$ cat src/rtl/seg_display_scheduler_pkg.sv
// Shared seven-segment display definitions: digit codes, owner encoding,
// packed-digit layout and scheduler FSM states.
// Ports: none (package). Also imported by the digit driver and game logic.
package seg_display_scheduler_pkg;

  // Packed layout: four 4-bit digits in 16 bits, nibble 0 = rightmost digit.
  localparam int DIGIT_W    = 4;
  localparam int NUM_DIGITS = 4;
  localparam int PACKED_W   = DIGIT_W * NUM_DIGITS;

  // Driver renders BLANK_CODE as all segments off; WILD_CODE is the "A" glyph.
  localparam logic [DIGIT_W-1:0] BLANK_CODE = 4'hF;
  localparam logic [DIGIT_W-1:0] WILD_CODE  = 4'hA;

  typedef enum logic [1:0] {
    OWN_IDLE = 2'd0,
    OWN_SRC  = 2'd1,
    OWN_MSG  = 2'd2
  } owner_e;

  typedef enum logic [1:0] {
    ST_IDLE,
    ST_SHOW_SRC,
    ST_SHOW_MSG
  } disp_state_e;

  // Replicate one code into every digit position.
  function automatic logic [PACKED_W-1:0] fill_digits(input logic [DIGIT_W-1:0] code);
    return {NUM_DIGITS{code}};
  endfunction

endpackage

$ cat src/rtl/seg_prio_arbiter.sv
// Fixed-priority picker: lowest set request bit wins.
// Ports: req_i (request vector) -> vld_o (any request), idx_o (winning index).
// Purely combinational.
module seg_prio_arbiter #(
  parameter int N  = 3,
  parameter int IW = 2
) (
  input  logic [N-1:0]  req_i,
  output logic          vld_o,
  output logic [IW-1:0] idx_o
);

  always_comb begin
    vld_o = |req_i;
    idx_o = '0;
    // Walk from the top down so the lowest asserted index is the last write.
    for (int i = N - 1; i >= 0; i--) begin
      if (req_i[i]) idx_o = IW'(i);
    end
  end

endmodule

$ cat src/rtl/seg_display_scheduler.sv
// Chooses who owns the 4-digit display: timed messages first, then level
// request sources by fixed priority; applies per-source blinking.
// Ports: clk/rst, src_req/src_data/src_blink (sources), msg_valid/msg_data/
// msg_ready (message handshake), digit0..3, owner, owner_idx (registered).
module seg_display_scheduler
  import seg_display_scheduler_pkg::*;
#(
  parameter int          NUM_SRC     = 3,
  parameter int          HOLD_CYCLES = 200000000,
  parameter int          BLINK_HALF  = 25000000,
  parameter logic [3:0]  BLANK_CODE  = seg_display_scheduler_pkg::BLANK_CODE,
  localparam int         IW          = (NUM_SRC > 1) ? $clog2(NUM_SRC) : 1
) (
  input  logic                  clk,
  input  logic                  rst,
  input  logic [NUM_SRC-1:0]    src_req,
  input  logic [16*NUM_SRC-1:0] src_data,
  input  logic [NUM_SRC-1:0]    src_blink,
  input  logic                  msg_valid,
  input  logic [15:0]           msg_data,
  output logic                  msg_ready,
  output logic [3:0]            digit0,
  output logic [3:0]            digit1,
  output logic [3:0]            digit2,
  output logic [3:0]            digit3,
  output logic [1:0]            owner,
  output logic [IW-1:0]         owner_idx
);

  localparam int HW = (HOLD_CYCLES > 1) ? $clog2(HOLD_CYCLES) : 1;
  localparam int BW = (BLINK_HALF > 1) ? $clog2(BLINK_HALF) : 1;

  disp_state_e         state_q, state_d;
  logic [PACKED_W-1:0] act_q, act_d;
  logic [PACKED_W-1:0] pend_q, pend_d;
  logic                pend_vld_q, pend_vld_d;
  logic [HW-1:0]       hold_q, hold_d;
  logic [BW-1:0]       blink_cnt_q, blink_cnt_d;
  logic                blink_ph_q, blink_ph_d;
  owner_e              owner_q, owner_d;
  logic [IW-1:0]       idx_q, idx_d;
  logic [PACKED_W-1:0] dig_q, dig_d;

  logic                arb_vld;
  logic [IW-1:0]       arb_idx;
  logic [PACKED_W-1:0] sel_dat;
  logic                sel_blk;
  logic                accept;
  logic                hold_done;

  seg_prio_arbiter #(
    .N  (NUM_SRC),
    .IW (IW)
  ) u_arb (
    .req_i (src_req),
    .vld_o (arb_vld),
    .idx_o (arb_idx)
  );

  assign msg_ready = ~pend_vld_q;
  assign accept    = msg_valid & ~pend_vld_q;
  assign hold_done = (hold_q == HW'(HOLD_CYCLES - 1));

  assign digit0    = dig_q[3:0];
  assign digit1    = dig_q[7:4];
  assign digit2    = dig_q[11:8];
  assign digit3    = dig_q[15:12];
  assign owner     = owner_q;
  assign owner_idx = idx_q;

  // Data and blink enable of the currently winning source.
  always_comb begin : src_mux
    sel_dat = '0;
    sel_blk = 1'b0;
    for (int i = 0; i < NUM_SRC; i++) begin
      if (arb_idx == IW'(i)) begin
        sel_dat = src_data[i*PACKED_W +: PACKED_W];
        sel_blk = src_blink[i];
      end
    end
  end

  always_comb begin : next_state
    state_d     = state_q;
    act_d       = act_q;
    pend_d      = pend_q;
    pend_vld_d  = pend_vld_q;
    hold_d      = hold_q;
    owner_d     = OWN_IDLE;
    idx_d       = '0;
    blink_cnt_d = blink_cnt_q;
    blink_ph_d  = blink_ph_q;
    dig_d       = fill_digits(BLANK_CODE);

    // A running message is never cut short; anything waiting in pending
    // is only promoted once the current hold has run out.
    if (state_q == ST_SHOW_MSG && !hold_done) begin
      hold_d = hold_q + HW'(1);
    end else if (pend_vld_q) begin
      state_d    = ST_SHOW_MSG;
      act_d      = pend_q;
      pend_vld_d = 1'b0;
      hold_d     = '0;
    end else begin
      hold_d  = '0;
      state_d = arb_vld ? ST_SHOW_SRC : ST_IDLE;
    end

    // Accept only into an empty buffer, so this never collides with the
    // promotion above (which needs the buffer full).
    if (accept) begin
      pend_vld_d = 1'b1;
      pend_d     = msg_data;
    end

    case (state_d)
      ST_SHOW_SRC: begin
        owner_d = OWN_SRC;
        idx_d   = arb_idx;
      end
      ST_SHOW_MSG: owner_d = OWN_MSG;
      default:     owner_d = OWN_IDLE;
    endcase

    // Blink timing restarts in the visible phase for every new owner.
    if (owner_d != owner_q || idx_d != idx_q) begin
      blink_cnt_d = '0;
      blink_ph_d  = 1'b0;
    end else if (blink_cnt_q == BW'(BLINK_HALF - 1)) begin
      blink_cnt_d = '0;
      blink_ph_d  = ~blink_ph_q;
    end else begin
      blink_cnt_d = blink_cnt_q + BW'(1);
    end

    case (state_d)
      ST_SHOW_MSG: dig_d = act_d;
      ST_SHOW_SRC: dig_d = (sel_blk && blink_ph_d) ? fill_digits(BLANK_CODE) : sel_dat;
      default:     dig_d = fill_digits(BLANK_CODE);
    endcase
  end

  always_ff @(posedge clk or posedge rst) begin
    if (rst) begin
      state_q     <= ST_IDLE;
      act_q       <= '0;
      pend_q      <= '0;
      pend_vld_q  <= 1'b0;
      hold_q      <= '0;
      blink_cnt_q <= '0;
      blink_ph_q  <= 1'b0;
      owner_q     <= OWN_IDLE;
      idx_q       <= '0;
      dig_q       <= fill_digits(BLANK_CODE);
    end else begin
      state_q     <= state_d;
      act_q       <= act_d;
      pend_q      <= pend_d;
      pend_vld_q  <= pend_vld_d;
      hold_q      <= hold_d;
      blink_cnt_q <= blink_cnt_d;
      blink_ph_q  <= blink_ph_d;
      owner_q     <= owner_d;
      idx_q       <= idx_d;
      dig_q       <= dig_d;
    end
  end

endmodule

$ cat config.mk
export PLATFORM = sky130hd
export DESIGN_NAME = seg_display_scheduler
export DESIGN_NICKNAME = d
export VERILOG_FILES = /design/src/rtl/seg_display_scheduler_pkg.sv /design/src/rtl/seg_prio_arbiter.sv /design/src/rtl/seg_display_scheduler.sv
export SDC_FILE = /design/constraint.sdc
export NUM_CORES = 1
export LEC_CHECK = 0
export BUFFER_PORTS_ARGS = -buffer_cell sky130_fd_sc_hd__buf_2
export CORE_MARGIN = 2
export CORE_UTILIZATION = 50
export CTS_CLUSTER_SIZE = 20
export DETAILED_ROUTE_END_ITERATION = 16
export PLACE_DENSITY_LB_ADDON = 0.05
export RECOVER_POWER = 25
export SLEW_MARGIN = 0
export SYNTH_ARGS = -nofsm -noshare
export SYNTH_HDL_FRONTEND = slang
export SYNTH_SLANG_ARGS = --single-unit
$ cat constraint.sdc
create_clock -name clk -period 3.6 [get_ports clk]
set_input_delay 0.54 -clock clk [delete_from_list [all_inputs] [get_ports clk]]
set_output_delay 0.54 -clock clk [all_outputs]
set_load 0.05 [all_outputs]
Word level (Yosys, flattened, before mapping):

Cells that the tools add are included.

* register bits: 109
* input port bits: 73
* output and inout port bits: 21
* word-level logic and storage cells: 56

* $add $sub $neg: 2
* equal/unequal tests: 10
* mux-type cells: 25
* bitwise operators: 3
* reductions and logical operators: 6

Operator list (number)
* two-way mux 16 bit: 6
* two-way mux 25 bit: 2
* case mux 16 bit (2 select lines): 1
* adder 28 x 1 -> 28 bit, second input constant: 1
* == test 28 bit, second input constant: 1
* two-way mux 28 bit: 1
* adder 25 x 1 -> 25 bit, second input constant: 1
* == test 25 bit, second input constant: 1
* two-way mux 2 bit: 6
* two-way mux 1 bit: 8
* == test 2 bit, second input constant: 3
* == test 2 x 1 -> 1 bit, second input constant: 2
* != test 2 bit: 2
* case mux 2 bit (2 select lines): 1
* OR reduction 3 bit: 1
* logical AND 1 bit: 2
* zero test 2 bit: 1
* != test 2 bit, second input constant: 1
* inverter 1 bit: 2
* bitwise AND 1 bit: 1
* zero test 1 bit: 1
* logical OR 1 bit: 1

Logic depth before layout (Yosys ltp):

* word-level depth: 12
* gate-level depth with buffers: 18
* mapped depth without buffers: 14

By module:

Synthesis repeated with hierarchy kept, for this count alone.

* cells, all modules: 510
* area total of the unflattened synthesis: 5331.4 µm²

Modules (own cells, without submodules)
* seg_display_scheduler: times used 1, cells each 507, area each 5311.3 µm², seq. area each 2747.6 µm²
* seg_prio_arbiter: times used 1, cells each 3, area each 20.0 µm², seq. area each 0.0 µm²

Worst setup path after synthesis:

OpenSTA, ideal clock, no wires.

* path kind: register to register
* start: register hold_q[0]
* end: register dig_q[10]
* library setup time: 84 ps
* arrival: 3847 ps
* required time: 3516 ps
* setup slack: -331 ps
* stages on the path, launching flop included: 18
* path buffers: 3
* period minus slack after synthesis: 3931 ps
* cells stage by stage: dfrtp_1 ha_1 nand3_2 or2_4 or4_4 and3b_1 buf_4 buf_6 nor2_8 o31a_1 ha_1 clkinv_1 o2111a_1 a21oi_1 a211oi_1 a31o_2 buf_4 a311o_1

* word-level cells in the longest chain between the ends: 12
* elaborated cells between the ends (all ways): 16
* those cells by class: eq/ne: 5; mux: 7; reduce/logical: 4

RTL lines
* from (decl): RTL line seg_display_scheduler.sv:37 `logic [HW-1:0] hold_q, hold_d;`
* from (signal assigned): RTL line seg_display_scheduler.sv:160 `hold_q <= hold_d;`
* == test 28 bit (*): RTL line seg_display_scheduler.sv:62 `assign hold_done = (hold_q == HW'(HOLD_CYCLES - 1));`
* zero test 1 bit (*): RTL line seg_display_scheduler.sv:97 `if (state_q == ST_SHOW_MSG && !hold_done) begin`
* logical AND 1 bit (*): RTL line seg_display_scheduler.sv:97
* two-way mux 2 bit (*): RTL line seg_display_scheduler.sv:97
* net state_d[0]: RTL line seg_display_scheduler.sv:33 `disp_state_e state_q, state_d;`
* == test 2 bit or == test 2 x 1 -> 1 bit (tied branches): RTL line seg_display_scheduler.sv:116 `case (state_d)`
* case mux 2 bit (2 select lines) (*): RTL line seg_display_scheduler.sv:116
* net owner_d[0]: RTL line seg_display_scheduler.sv:40 `owner_e owner_q, owner_d;`
* != test 2 bit (*): RTL line seg_display_scheduler.sv:126 `if (owner_d != owner_q || idx_d != idx_q) begin`
* logical OR 1 bit (*): RTL line seg_display_scheduler.sv:126
* two-way mux 1 bit (*): RTL line seg_display_scheduler.sv:126
* logical AND 1 bit (*): RTL line seg_display_scheduler.sv:138 `ST_SHOW_SRC: dig_d = (sel_blk && blink_ph_d) ? fill_digits(BLANK_CODE) : sel_dat;`
* two-way mux 16 bit (*): RTL line seg_display_scheduler.sv:138
* case mux 16 bit (2 select lines) (*): RTL line seg_display_scheduler.sv:136 `case (state_d)`
* net dig_d[10]: RTL line seg_display_scheduler.sv:42 `logic [PACKED_W-1:0] dig_q, dig_d;`
* to (signal assigned): RTL line seg_display_scheduler.sv:154 `dig_q <= fill_digits(BLANK_CODE);`
* to (signal assigned): RTL line seg_display_scheduler.sv:165 `dig_q <= dig_d;`
* to (decl): RTL line seg_display_scheduler.sv:42

The timed path passes the listed nets; every way through them passes the cells marked *.
A chain may end at the register's enable or synchronous reset.

Worst setup path in the final report:

* start: register hold_q[0]
* end: register dig_q[14]

Same word-level chain as after synthesis.

==> impl_metrics.toml <==
[detailed_routing]
first_iter_violations = 187
vias = 4031
viasPerCell = 5.45
wl_per_cell_um = 16.1
first_pass_iters = 5
postRouteAntennaNets = 0
drcViolationCount = 0
drt_wl_total_mm = 11.9

[global_routing]
grt_max_degree = 72
track_usage_pct = 20.9
antenna_found_initial = 0
grt-ovfl-total = 0
grt_pass1_wl_mm = 18.7
grt_pass1_vias = 3836

[power_and_ir_drop]
swShare_pct = 34.6
combPwrFrac_pct = 29.9
power_leakage_uw = 0.00292
p_clk_share_pct = 22.1
switchingPower_uw = 1330
intPower_uw = 2510
power.density_nw_per_um2 = 607
total_power_uw = 3840
seqPwrFrac_pct = 48.0
ir_drop_v = 0.000444

[clocking]
htree_levels = 3
cts_buffers = 9
clk_pin_slew_worst_paths_ns = 0.11
clockBufferDepth = 2
clock-root-buffer = "clkbuf_8"
clk_latency_ns = 0.38
cts_sinks = 109
cts_tree = "built"

[sta]
setup_viol = 0
fin_crit_ns = 3.55
finalCritPeriodShare_pct = 98.7
timing.fmax_mhz = 281
drv_slew = 72
tightestPinTransition_ns = 2.66
rsz0062_at_grt = "true"
hold_viol = 0
slew_headroom_pct = -77.5
timing.hold.ws_ns = 0.381
clock_skew_ns = 0.0136

[floorplanning]
die_y_um = 107
die_x_um = 107
start_util_pct = 51.6
die-area_um2 = 11500
rows = 37
ios = 94
core_area_um2 = 10300

[worst_setup_path]
crit_fanout = 8
critical_path.cell_chain = "ha_2 > nand3_4 > or2_4 > or4_4 > and3b_2 > nor2_8 > o31a_1 > ha_4 > clkinv_4 > o2111a_1 > a21oi_2 > a211oi_4 > a31o_4 > a311o_1"
critPathMaxStageDelay_ns = 0.57
cp_slowest_cell = "or4_4"
crit_family = "compound AO/OA/AOI/OAI gates"
worstSetupStartpointType = "flip-flop"
critPathRequiredTime_ns = 3.91
path_buf_inv = 1
setup.worst_path.class = "reg2reg"
end_kind = "flip-flop"
cp.arrival_ns = 3.86

[min_path]
hold_path.class = "in2reg"

[flow_run]
drv_cap = 1

[final_layout]
fin_cells = 740
drive_above_1_share_pct = 33.4
nets = 676
finalInstanceArea_um2 = 6320
utilization_pct = 61.2
syn_to_final_growth_pct = 18.8
antenna_cells = 0

[logic_synthesis]
synthCells = 496
synth-main-ff-cell = "dfrtp_1"
ys_seq_area_share_pct = 51.6
syn_nets = 573
avgSynthCellArea_um2 = 10.7
ys_warn_count = 0
synth_area_um2 = 5320
synth_edf_count = 0
synthArstFlopShare_pct = 100
synth_seq_cells = 109
synth.distinct_cells = 49

[place]
dp_hpwl_mm = 7.90
post_dp_cell_area_um2 = 5970
place.gp.congestion = 0.800
dp_cells = 714
place.port_buffers = 93

[outcome]
status = "finished with violations"
failed_checks = "capacitance limit, slew limit"
[cells in the mapped netlist, types with 2 or more instances]
cell	instances	area share, %
buf_4	2	0.28
and3_1	5	0.59
dfrtp_1	93	44
and3b_1	2	0.33
nor4b_1	2	0.33
mux2_2	32	6.8
buf_6	4	0.85
a211oi_1	2	0.28
xor2_1	29	4.8
nor2_1	69	4.9
xnor2_1	21	3.5
mux2i_1	17	3.2
and4_1	4	0.66
ha_1	4	0.94
or3_1	2	0.24
buf_2	4	0.38
o21ai_0	18	1.7
o22ai_1	16	1.9
nand4_1	10	1.2
nor2b_1	3	0.35
dfstp_2	16	7.9
nand2_1	29	2.0
buf_1	4	0.28
and2_1	3	0.35
nor4_1	3	0.35
nor3_1	4	0.38
a21oi_1	4	0.38
inv_1	10	0.71
a311o_1	16	3.0
clkbuf_1	11	0.78
nand3_1	39	3.7
[power groups by stage]
stage	clock, uW	sequential, uW	combinational (uW)
after detailed placement	0	1860	1130
after global placement	0	1850	1100
after floorplan	0	2150	556
after global routing	922	1890	1240
after CTS	877	1840	1130
final	848	1840	1150
[stage by stage]
stage	setup WS (ns)	setup TNS [ns]
after floorplan	0.00389	0
after global placement	0.0463	0
after detailed placement	-0.0214	-0.199
after CTS	0.0368	0
after global routing	-0.0675	-0.549
final	0.0473	0
[final timing paths]
check / cells after the start / to / from / slack, ns
hold / removal: 2 / pend_q[12]$_DFFE_PP0P_ / msg_data[12] / 0.38
min in group asynchronous: 2 / hold_q[9]$_DFF_PP0_ / rst / 1.09
hold reg to reg: 1 / act_q[12]$_DFF_PP0_ / act_q[12]$_DFF_PP0_ / 0.52
setup / recovery: 14 / dig_q[14]$_DFF_PP1_ / hold_q[0]$_DFF_PP0_ / 0.05
setup reg to reg: 14 / dig_q[14]$_DFF_PP1_ / hold_q[0]$_DFF_PP0_ / 0.05
max in group asynchronous: 2 / pend_q[4]$_DFFE_PP0P_ / rst / 1.01
[area by class of cell]
| class | instances | area (um^2) |
|---|---|---|
| fillers | 898 | 4000 |
| flip-flops and latches | 109 | 2750 |
| multi-input cells | 352 | 2490 |
| repair buffers | 116 | 638 |
| well taps | 136 | 170 |
| clock buffers | 10 | 138 |
| clock inverters | 6 | 95.1 |
| inverters | 11 | 46.3 |
[per-layer routing]
layer / global-route usage (%) / wire length [um] / part of all wire (%)
met5: 0 / 0 / 0
met4: 6.12 / 161 / 1.4
met3: 4.32 / 481 / 4.0
met2: 34.0 / 5810 / 49
met1: 28.2 / 5470 / 46
[cells by family (layout without fill, tap and decap cells)]
logic type | Yosys count | after routing | synth area share (%)
XOR/XNOR | 50 | 50 | 8.23
multiplexers | 49 | 49 | 9.97
flip-flops | 109 | 109 | 51.6
buffers and inverters | 36 | 143 | 3.34
AND/OR/NAND/NOR | 187 | 187 | 17.8
adder cells (fa/ha/maj) | 4 | 4 | 0.940
AO/OA/AOI/OAI | 61 | 62 | 8.06
[sequential cells by signal, summed over array words and instances (netlist names)]
register	cells
blink_cnt_q	25
blink_ph_q	1
owner_idx	2
owner	2
state_q	2
dig_q	16
act_q	16
pend_q	16
hold_q	28
pend_vld_q	1
[layout by cell type, fill, tap and decap left out, drive strengths merged, types with 3 or more instances in the layout]
cell type	instances
buf	116
clkinv	4
nand3	40
nor4	4
and4	4
a311o	16
nor2b	3
o22ai	16
ha	4
xor2	29
nand4	10
mux2	32
and2	3
dfrtp	93
inv	11
o21ai	18
nor2	70
and3	5
nand2	30
mux2i	17
xnor2	21
dfstp	16
nor3	4
a21oi	4
clkbuf	10
[repair_timing]
action	CTS	global route
pin swaps	0	28
cloned	0	1
setup buffers	0	9
resized for setup	1	6
hold buffers	0	0
setup endpoints to repair	16	16
(Power assumes the default switching activity.)
